**config.mk**
```make
export PLATFORM = sky130hd
export DESIGN_NAME = bp_profiler_sampler
export DESIGN_NICKNAME = d
export VERILOG_FILES = /design/src/rtl/bp_profiler_pkg.sv /design/src/rtl/bp_profiler_sample_timer.sv /design/src/rtl/bp_profiler_sampler.sv
export SDC_FILE = /design/constraint.sdc
export NUM_CORES = 2
export LEC_CHECK = 0
export ABC_AREA = 1
export BUFFER_PORTS_ARGS = -buffer_cell sky130_fd_sc_hd__buf_2
export CAP_MARGIN = 20
export CORE_AREA = 5 5 733 735
export CTS_BUF_LIST = sky130_fd_sc_hd__clkbuf_8
export DETAILED_ROUTE_END_ITERATION = 8
export DIE_AREA = 0 0 738 740
export HOLD_SLACK_MARGIN = 0.15
export MAX_ROUTING_LAYER = met4
export PLACE_DENSITY = 0.3
export SYNTH_ARGS = -nofsm -noshare
export SYNTH_HDL_FRONTEND = slang
export SYNTH_SLANG_ARGS = --single-unit
```
**constraint.sdc**
```tcl
create_clock -name clk_i -period 87.4 [get_ports clk_i]
set_clock_uncertainty 0.2 [all_clocks]
set_input_delay 13.11 -clock clk_i [delete_from_list [all_inputs] [get_ports clk_i]]
set_output_delay 13.11 -clock clk_i [all_outputs]
set_load 0.02 [all_outputs]
```
**src/rtl/bp_profiler_pkg.sv**
```systemverilog
// bp_profiler_pkg
//   Shared types and constants for the profiler sampler.
//   - bp_profiler_sampler_state_e : burst FSM states (idle, header word, data words)
//   - hdr_magic_abs_gp            : header tag byte when streaming absolute counter values
//   - hdr_magic_delta_gp          : header tag byte when streaming deltas since the last burst
package bp_profiler_pkg;

    typedef enum logic [1:0] {
        e_ps_idle = 2'd0,
        e_ps_hdr  = 2'd1,
        e_ps_data = 2'd2
    } bp_profiler_sampler_state_e;

    localparam logic [7:0] hdr_magic_abs_gp   = 8'hA5;
    localparam logic [7:0] hdr_magic_delta_gp = 8'hD5;

endpackage

```
**src/rtl/bp_profiler_sample_timer.sv**
```systemverilog
// bp_profiler_sample_timer
//   Free-running sample-period timer. Counts while enabled with a non-zero period and
//   pulses tick_o on the cycle the count reaches period_i-1, then restarts from 0.
//   Comparing with >= means lowering period_i below the current count ticks at once.
// Ports
//   clk_i      clock
//   reset_n_i  asynchronous active-low reset
//   en_i       timer enable
//   period_i   cycles between ticks; 0 disables the timer
//   tick_o     one-cycle sample request
module bp_profiler_sample_timer #(
    parameter int unsigned period_width_p = 32
) (
    input  logic                      clk_i,
    input  logic                      reset_n_i,
    input  logic                      en_i,
    input  logic [period_width_p-1:0] period_i,
    output logic                      tick_o
);

    logic [period_width_p-1:0] count_r;
    logic                      run;

    assign run    = en_i & (period_i != '0);
    assign tick_o = run & (count_r >= (period_i - period_width_p'(1)));

    always_ff @(posedge clk_i or negedge reset_n_i) begin
        if (!reset_n_i) begin
            count_r <= '0;
        end else if (!run || tick_o) begin
            count_r <= '0;
        end else begin
            count_r <= count_r + period_width_p'(1);
        end
    end

endmodule

```
**src/rtl/bp_profiler_sampler.sv**
```systemverilog
// bp_profiler_sampler
//   Snapshots the profiler counter bank on a periodic tick or a manual trigger and
//   streams it word-serially: one header word {magic, seq} followed by els_p counter
//   words, last_o on the final word. Requests arriving while a burst is held are
//   dropped and counted (saturating) in dropped_o.
//   Build option BP_PROFILER_SAMPLER_DELTA_EN: stream snap[i]-prev[i] instead of the
//   absolute values, with header magic 8'hD5; prev is updated when a burst completes.
// Ports
//   clk_i        clock
//   reset_n_i    asynchronous active-low reset
//   en_i         periodic timer enable
//   period_i     cycles between periodic samples (0 = off)
//   trigger_i    one-cycle manual snapshot request
//   counters_i   live counter bank, word i at [i*width_p +: width_p]
//   data_o       stream word
//   v_o          stream valid
//   ready_and_i  host accepts data_o when v_o & ready_and_i
//   last_o       final word of a burst
//   busy_o       snapshot held / burst in progress
//   dropped_o    saturating count of dropped requests
module bp_profiler_sampler
    import bp_profiler_pkg::*;
#(
    parameter int unsigned width_p        = 32,
    parameter int unsigned els_p          = 56,
    parameter int unsigned period_width_p = 32
) (
    input  logic                       clk_i,
    input  logic                       reset_n_i,
    input  logic                       en_i,
    input  logic [period_width_p-1:0]  period_i,
    input  logic                       trigger_i,
    input  logic [els_p*width_p-1:0]   counters_i,
    output logic [width_p-1:0]         data_o,
    output logic                       v_o,
    input  logic                       ready_and_i,
    output logic                       last_o,
    output logic                       busy_o,
    output logic [width_p-1:0]         dropped_o
);

    localparam int unsigned seq_width_lp = width_p - 8;
    localparam int unsigned idx_width_lp = (els_p > 1) ? $clog2(els_p) : 1;

    bp_profiler_sampler_state_e state_r;
    logic [idx_width_lp-1:0]    idx_r;
    logic [seq_width_lp-1:0]    seq_r;
    logic [width_p-1:0]         dropped_r;
    logic [width_p-1:0]         snap_r [els_p];
    logic [width_p-1:0]         word;
    logic                       tick;
    logic                       req;
    logic                       is_last;

    bp_profiler_sample_timer #(
        .period_width_p(period_width_p)
    ) timer (
        .clk_i    (clk_i),
        .reset_n_i(reset_n_i),
        .en_i     (en_i),
        .period_i (period_i),
        .tick_o   (tick)
    );

    assign req     = tick | trigger_i;
    assign busy_o  = (state_r != e_ps_idle);
    assign is_last = (state_r == e_ps_data) && (idx_r == idx_width_lp'(els_p - 1));
    assign last_o  = is_last;
    assign dropped_o = dropped_r;

    always_ff @(posedge clk_i or negedge reset_n_i) begin
        if (!reset_n_i) begin
            state_r <= e_ps_idle;
            idx_r   <= '0;
            seq_r   <= '0;
        end else begin
            case (state_r)
                e_ps_idle: if (req) state_r <= e_ps_hdr;
                e_ps_hdr: begin
                    if (ready_and_i) begin
                        state_r <= e_ps_data;
                        idx_r   <= '0;
                    end
                end
                e_ps_data: begin
                    if (ready_and_i) begin
                        if (is_last) begin
                            state_r <= e_ps_idle;
                            seq_r   <= seq_r + seq_width_lp'(1);
                        end else begin
                            idx_r <= idx_r + idx_width_lp'(1);
                        end
                    end
                end
                default: state_r <= e_ps_idle;
            endcase
        end
    end

    // Request while busy (including the final-accept cycle) is lost, never queued.
    always_ff @(posedge clk_i or negedge reset_n_i) begin
        if (!reset_n_i) begin
            dropped_r <= '0;
        end else if (req && busy_o && (dropped_r != '1)) begin
            dropped_r <= dropped_r + width_p'(1);
        end
    end

    // Snapshot is only captured from idle, so it cannot change mid-burst.
    always_ff @(posedge clk_i) begin
        if ((state_r == e_ps_idle) && req) begin
            for (int unsigned i = 0; i < els_p; i++) begin
                snap_r[i] <= counters_i[i*width_p +: width_p];
            end
        end
    end

`ifdef BP_PROFILER_SAMPLER_DELTA_EN
    localparam logic [7:0] hdr_magic_lp = hdr_magic_delta_gp;

    logic [width_p-1:0] prev_r [els_p];

    always_ff @(posedge clk_i or negedge reset_n_i) begin
        if (!reset_n_i) begin
            for (int unsigned i = 0; i < els_p; i++) begin
                prev_r[i] <= '0;
            end
        end else if (is_last && ready_and_i) begin
            for (int unsigned i = 0; i < els_p; i++) begin
                prev_r[i] <= snap_r[i];
            end
        end
    end

    assign word = snap_r[idx_r] - prev_r[idx_r];
`else
    localparam logic [7:0] hdr_magic_lp = hdr_magic_abs_gp;

    assign word = snap_r[idx_r];
`endif

    always_comb begin
        v_o    = 1'b0;
        data_o = '0;
        case (state_r)
            e_ps_hdr: begin
                v_o    = 1'b1;
                data_o = {hdr_magic_lp, seq_r};
            end
            e_ps_data: begin
                v_o    = 1'b1;
                data_o = word;
            end
            default: ;
        endcase
    end

endmodule

```
## Yosys cells after proc, flatten, opt, wreduce, memory -nomap -nowiden

Memory sizes are Yosys's and may differ from the RTL's.
Index checks and enable logic that the tools add are counted.

- Memories kept: 1
- Bits in read-only memories: 0
- Bits in writable memories: 1,792
- Register bits after elaboration: 96
- Word-level logic and storage cells: 52
- Latch bits: 0

- Magnitude comparators: 1
- $add $sub $neg: 5
- Equal/unequal tests: 9
- Mux-type cells: 14
- Bitwise gates (word level): 3
- $mul: 0
- Shift operators: 0
- Divide/modulo/power cells: 0
- Reductions and logical operators: 14

Memory list:

| name | words | bits a word | read ports | clocked after memory_dff | write ports | RTL line | text |
|---|---|---|---|---|---|---|---|
| snap_r | 56 | 32 | 1 | 0 | 56 | bp_profiler_sampler.sv:49 | `logic [width_p-1:0] snap_r [els_p];` |

Operators by type and width:

| cell | number |
|---|---|
| $add A32 B1 Y32 const B | 2 |
| $pmux W32 S2 | 1 |
| $ge A32 B32 Y1 | 1 |
| $mux W32 | 1 |
| $ne A32 B32 Y1 const B | 1 |
| $reduce_bool A32 Y1 | 1 |
| $sub A32 B1 Y32 const B | 1 |
| $add A24 B1 Y24 const B | 1 |
| $mux W6 | 3 |
| $pmux W6 S2 | 1 |
| $ne A2 B2 Y1 const B | 5 |
| $mux W2 | 4 |
| $reduce_and A4 Y1 | 2 |
| $add A6 B1 Y6 const B | 1 |
| $eq A6 B6 Y1 const B | 1 |
| $pmux W2 S3 | 1 |
| $logic_and A1 B1 Y1 | 4 |
| $reduce_bool A2 Y1 | 2 |
| $mux W1 | 3 |
| $reduce_and A3 Y1 | 1 |
| $and A1 B1 Y1 | 2 |
| $eq A2 B1 Y1 const B | 1 |
| $eq A2 B2 Y1 const B | 1 |
| $logic_not A2 Y1 | 1 |
| other kinds (4) | 4 |

## Longest topological paths before layout

- Depth in word-level cells: 7
- Mapped depth: 26
- Depth with buffers taken out: 25

## By module

Synthesis repeated with hierarchy kept, for this count alone.

- Cells, all modules: 6,886
- Area, all modules: 79,357.4 um2

Modules (own cells, without submodules):

| module | cells an instance | area an instance (um2) | instances | seq. area each (um2) |
|---|---|---|---|---|
| bp_profiler_sampler | 6,394 | 75,964.1 | 1 | 55,413.1 |
| bp_profiler_sample_timer | 492 | 3,393.3 | 1 | 800.8 |

## Least setup slack after synthesis

Ideal clock, no wire load.

- Path type: in2reg
- Start: input port period_i[0]
- End: memory snap_r[0][0] (enable)
- Setup slack: -18.500 ns
- Data arrival time: 101.130 ns
- Stages on the path: 21
- Buffers on the path: 0
- Required time: 82.629 ns
- Path through: inv_1 ha_1 inv_1 nor3_2 inv_1 nor2_1 nand2_1 nor2_1 inv_1 or2_0 o21ai_0 inv_1 ha_1 nand2_1 nor2_1 nand4_1 nor2_1 nand2_1 nand2_1 nand2_1 a21oi_1

RTL lines:

| item | RTL line | text |
|---|---|---|
| start, declared | bp_profiler_sampler.sv:31 | `input logic [period_width_p-1:0] period_i,` |
| end, declared | bp_profiler_sampler.sv:49 |  |

==> impl_metrics.toml <==
[finish]
layout_common_cells = "buf_2, edfxtp_1, nor2_1, nand2_1, o21ai_0"
final.fill_count = 58817
fin_cells = 16038
layout_commonest_cell = "buf_2"
fin_area_sq_mm = 0.103
final_nets = 10290
area_growth_pct = 32.7
drive_gt1_share_pct = 29.2
multi_input_area_sq_mm = 0.0188
regArea_sq_mm = 0.0562

[clock_tree]
post_cts_buffers = 0
cts.hold.buffers_added = 0
cts_tree = "yes"
cts-root-buf = "clkbuf_8"
clk_pin_slew_worst_paths_ps = 50
cts.sinks = 1888
numCtsBuffers = 378
clockBufferDepth = 4
cts_resized = 0
clk_latency_ps = 1070
cts_htree_levels = 5

[worst_setup_path]
crit_type = "primary input to flop"
slowest_delay_ps = 890
critPathArrivalTime_ps = 22920
cp.required_ps = 87850
endpoint_kind = "flop"
crit_slowest_cell = "buf_4"
path_max_fanout = 146
start_kind = "primary input"
crit_top_cell = "buf_4"

[die]
die_width_microns = 738
io_pins = 1896
initial_utilization_pct = 14.7
rows = 268
coreArea_sq_mm = 0.530
die_y_microns = 740
dieArea_sq_mm = 0.546

[place]
place_hpwl_microns = 382000
port_buffers = 1895
gp_congestion = 0.862
placed_cell_area_sq_mm = 0.0958
placed_cells = 15057

[timing]
worst-slew-pin-transition_ps = 1140
fin_crit_sh_pct = 25.7
fin_tns_setup_ps = 0
min_period_ps = 22470
setup_viol = 0
maxSlewViolCount = 0
slew_headroom_pct = 24.2
hold_viol_final = 0
clock.fmax_mhz = 44.5
rsz0062_at_grt = "false"

[power]
p_per_area_mw_per_mm2 = 32.8
irDropWorstVdd_mv = 0.0190
p_leak_nw = 38.6

[grt]
grt_pass1_vias = 64350
grt_pass1_wl_microns = 628000
antenna_found_initial = 623
grt_max_degree = 173
grt-ovfl-total = 0
grt_use_total_pct = 17.7

[synthesis]
yosys_warnings = 0
synthDistinctLibCells = 46
synth-seq-cells = 1888
synthCells = 6371
synth_area_leaders = "edfxtp_1, nor2_1, o21ai_0"
ys_seq_area_share_pct = 72.1
async_flop_share_pct = 5.08
synth_edf_count = 1792
avgSynthCellArea_sq_um = 12.2
synth_ff_type = "edfxtp_1"
syn-num-nets = 8242
yosysTopAreaCell = "edfxtp_1"
yosysTopAreaCellShare_pct = 69.0
syn_area_sq_mm = 0.0779

[drt]
drc = 0
viasPerCell = 3.89
drt-wirelength-per-cell_microns = 30.5
vias = 62433
routed_wl_microns = 490000
initialDrtViolationCount = 4373
drt_pass1_iterations = 6
final_antenna_net_count = 0

[status]
status = "completed"

[flow_run]
cap_violations = 0

[min_path]
hp-class = "flop to flop"
-- Yosys cell counts (25+ instances only) --
cell type     n
o21ai_1      33
nand3_1     246
buf_2        89
buf_1        25
o22ai_1     121
nor2_1      986
xnor2_1      32
nand4_1      71
inv_1       280
mux2i_1      25
o21ai_0     696
a211oi_1     27
edfxtp_1   1792
o2111ai_1    73
a21oi_1     157
clkbuf_1    206
nand2_1     906
dfrtp_1      96
buf_4        45
o211ai_1    216
ha_1         42
xor2_1       65
nor3_1       46
-- critical path: cells and delay by family --
kind                       cells  cell delay (ps)
adders and majority gates      2              480
and+or+nand+nor               12             1990
AOI/OAI and AO/OA              2              320
buffers and inverters         14             6500
-- flip-flops by register name, summed over array words and instances, names as in the netlist --
| name | count |
|---|---|
| idx_r | 6 |
| state_r | 2 |
| snap_r | 1792 |
| seq_r | 24 |
| timer.count_r | 32 |
| dropped_o | 32 |
-- cell families (layout without fill, tap and decap cells) --
family | Yosys count | count (layout) | share of synthesized area (%)
DFF | 1888 | 1888 | 72.1
muxes | 25 | 25 | 0.321
AOI/OAI and AO/OA | 1347 | 1347 | 10.1
buffers and inverters | 675 | 3006 | 3.79
and+or+nand+nor | 2297 | 2297 | 11.9
xor gates and xnor gates | 97 | 97 | 1.09
adders and majority gates | 42 | 42 | 0.674
other | 0 | 316 | 0
-- worst paths after layout --
check	from	to	slack, ps	depth (start not counted)
max in group asynchronous	reset_n_i	idx_r[1]	73540	2
min reg2reg	timer.count_r[0]	timer.count_r[0]	300	1
min in group asynchronous	reset_n_i	dropped_o[23]	11900	1
min	timer.count_r[0]	timer.count_r[0]	300	1
max reg2reg	state_r[0]	snap_r[53][19]	78430	13
max	period_i[0]	snap_r[53][19]	64930	30
-- per-layer routing --
layer	up-vias	routed length [microns]	track usage, %
li1	27601	-	-
met1	30679	196000	20.5
met2	2952	239000	30.2
met3	1201	37200	4.75
met4	0	16800	4.29
met5	-	0	-
-- per-stage QoR --
step / setup slack, ps / util [%] / power (mW) / hold slack (ps)
after global routing: 64240 / 19.5 / 3.60 / 331
after global placement: 63830 / 18.0 / 2.59 / 264
after floorplan: 18990 / - / 2.31 / 246
after CTS: 64930 / 19.3 / 3.50 / 305
final: 64930 / 19.5 / 3.39 / 302
after detailed placement: 63700 / 18.1 / 2.60 / 266
-- layout make-up --
type,count,area share (%)
flip-flops and latches,1888,54.3
diodes,316,0.764
multi-input cells,3808,18.2
repair buffers,2051,10.4
inverters,292,1.11
clock buffers,384,5.11
clock inverters,279,1.55
well taps,7020,8.49
-- power by group --
group | leakage (nW) | switching (mW) | internal, mW
clock | 3.96 | 0.438 | 0.439
sequential | 18.1 | 0.0663 | 1.22
combinational | 16.6 | 0.966 | 0.263
No activity file was read; power rests on OpenSTA's default activity.
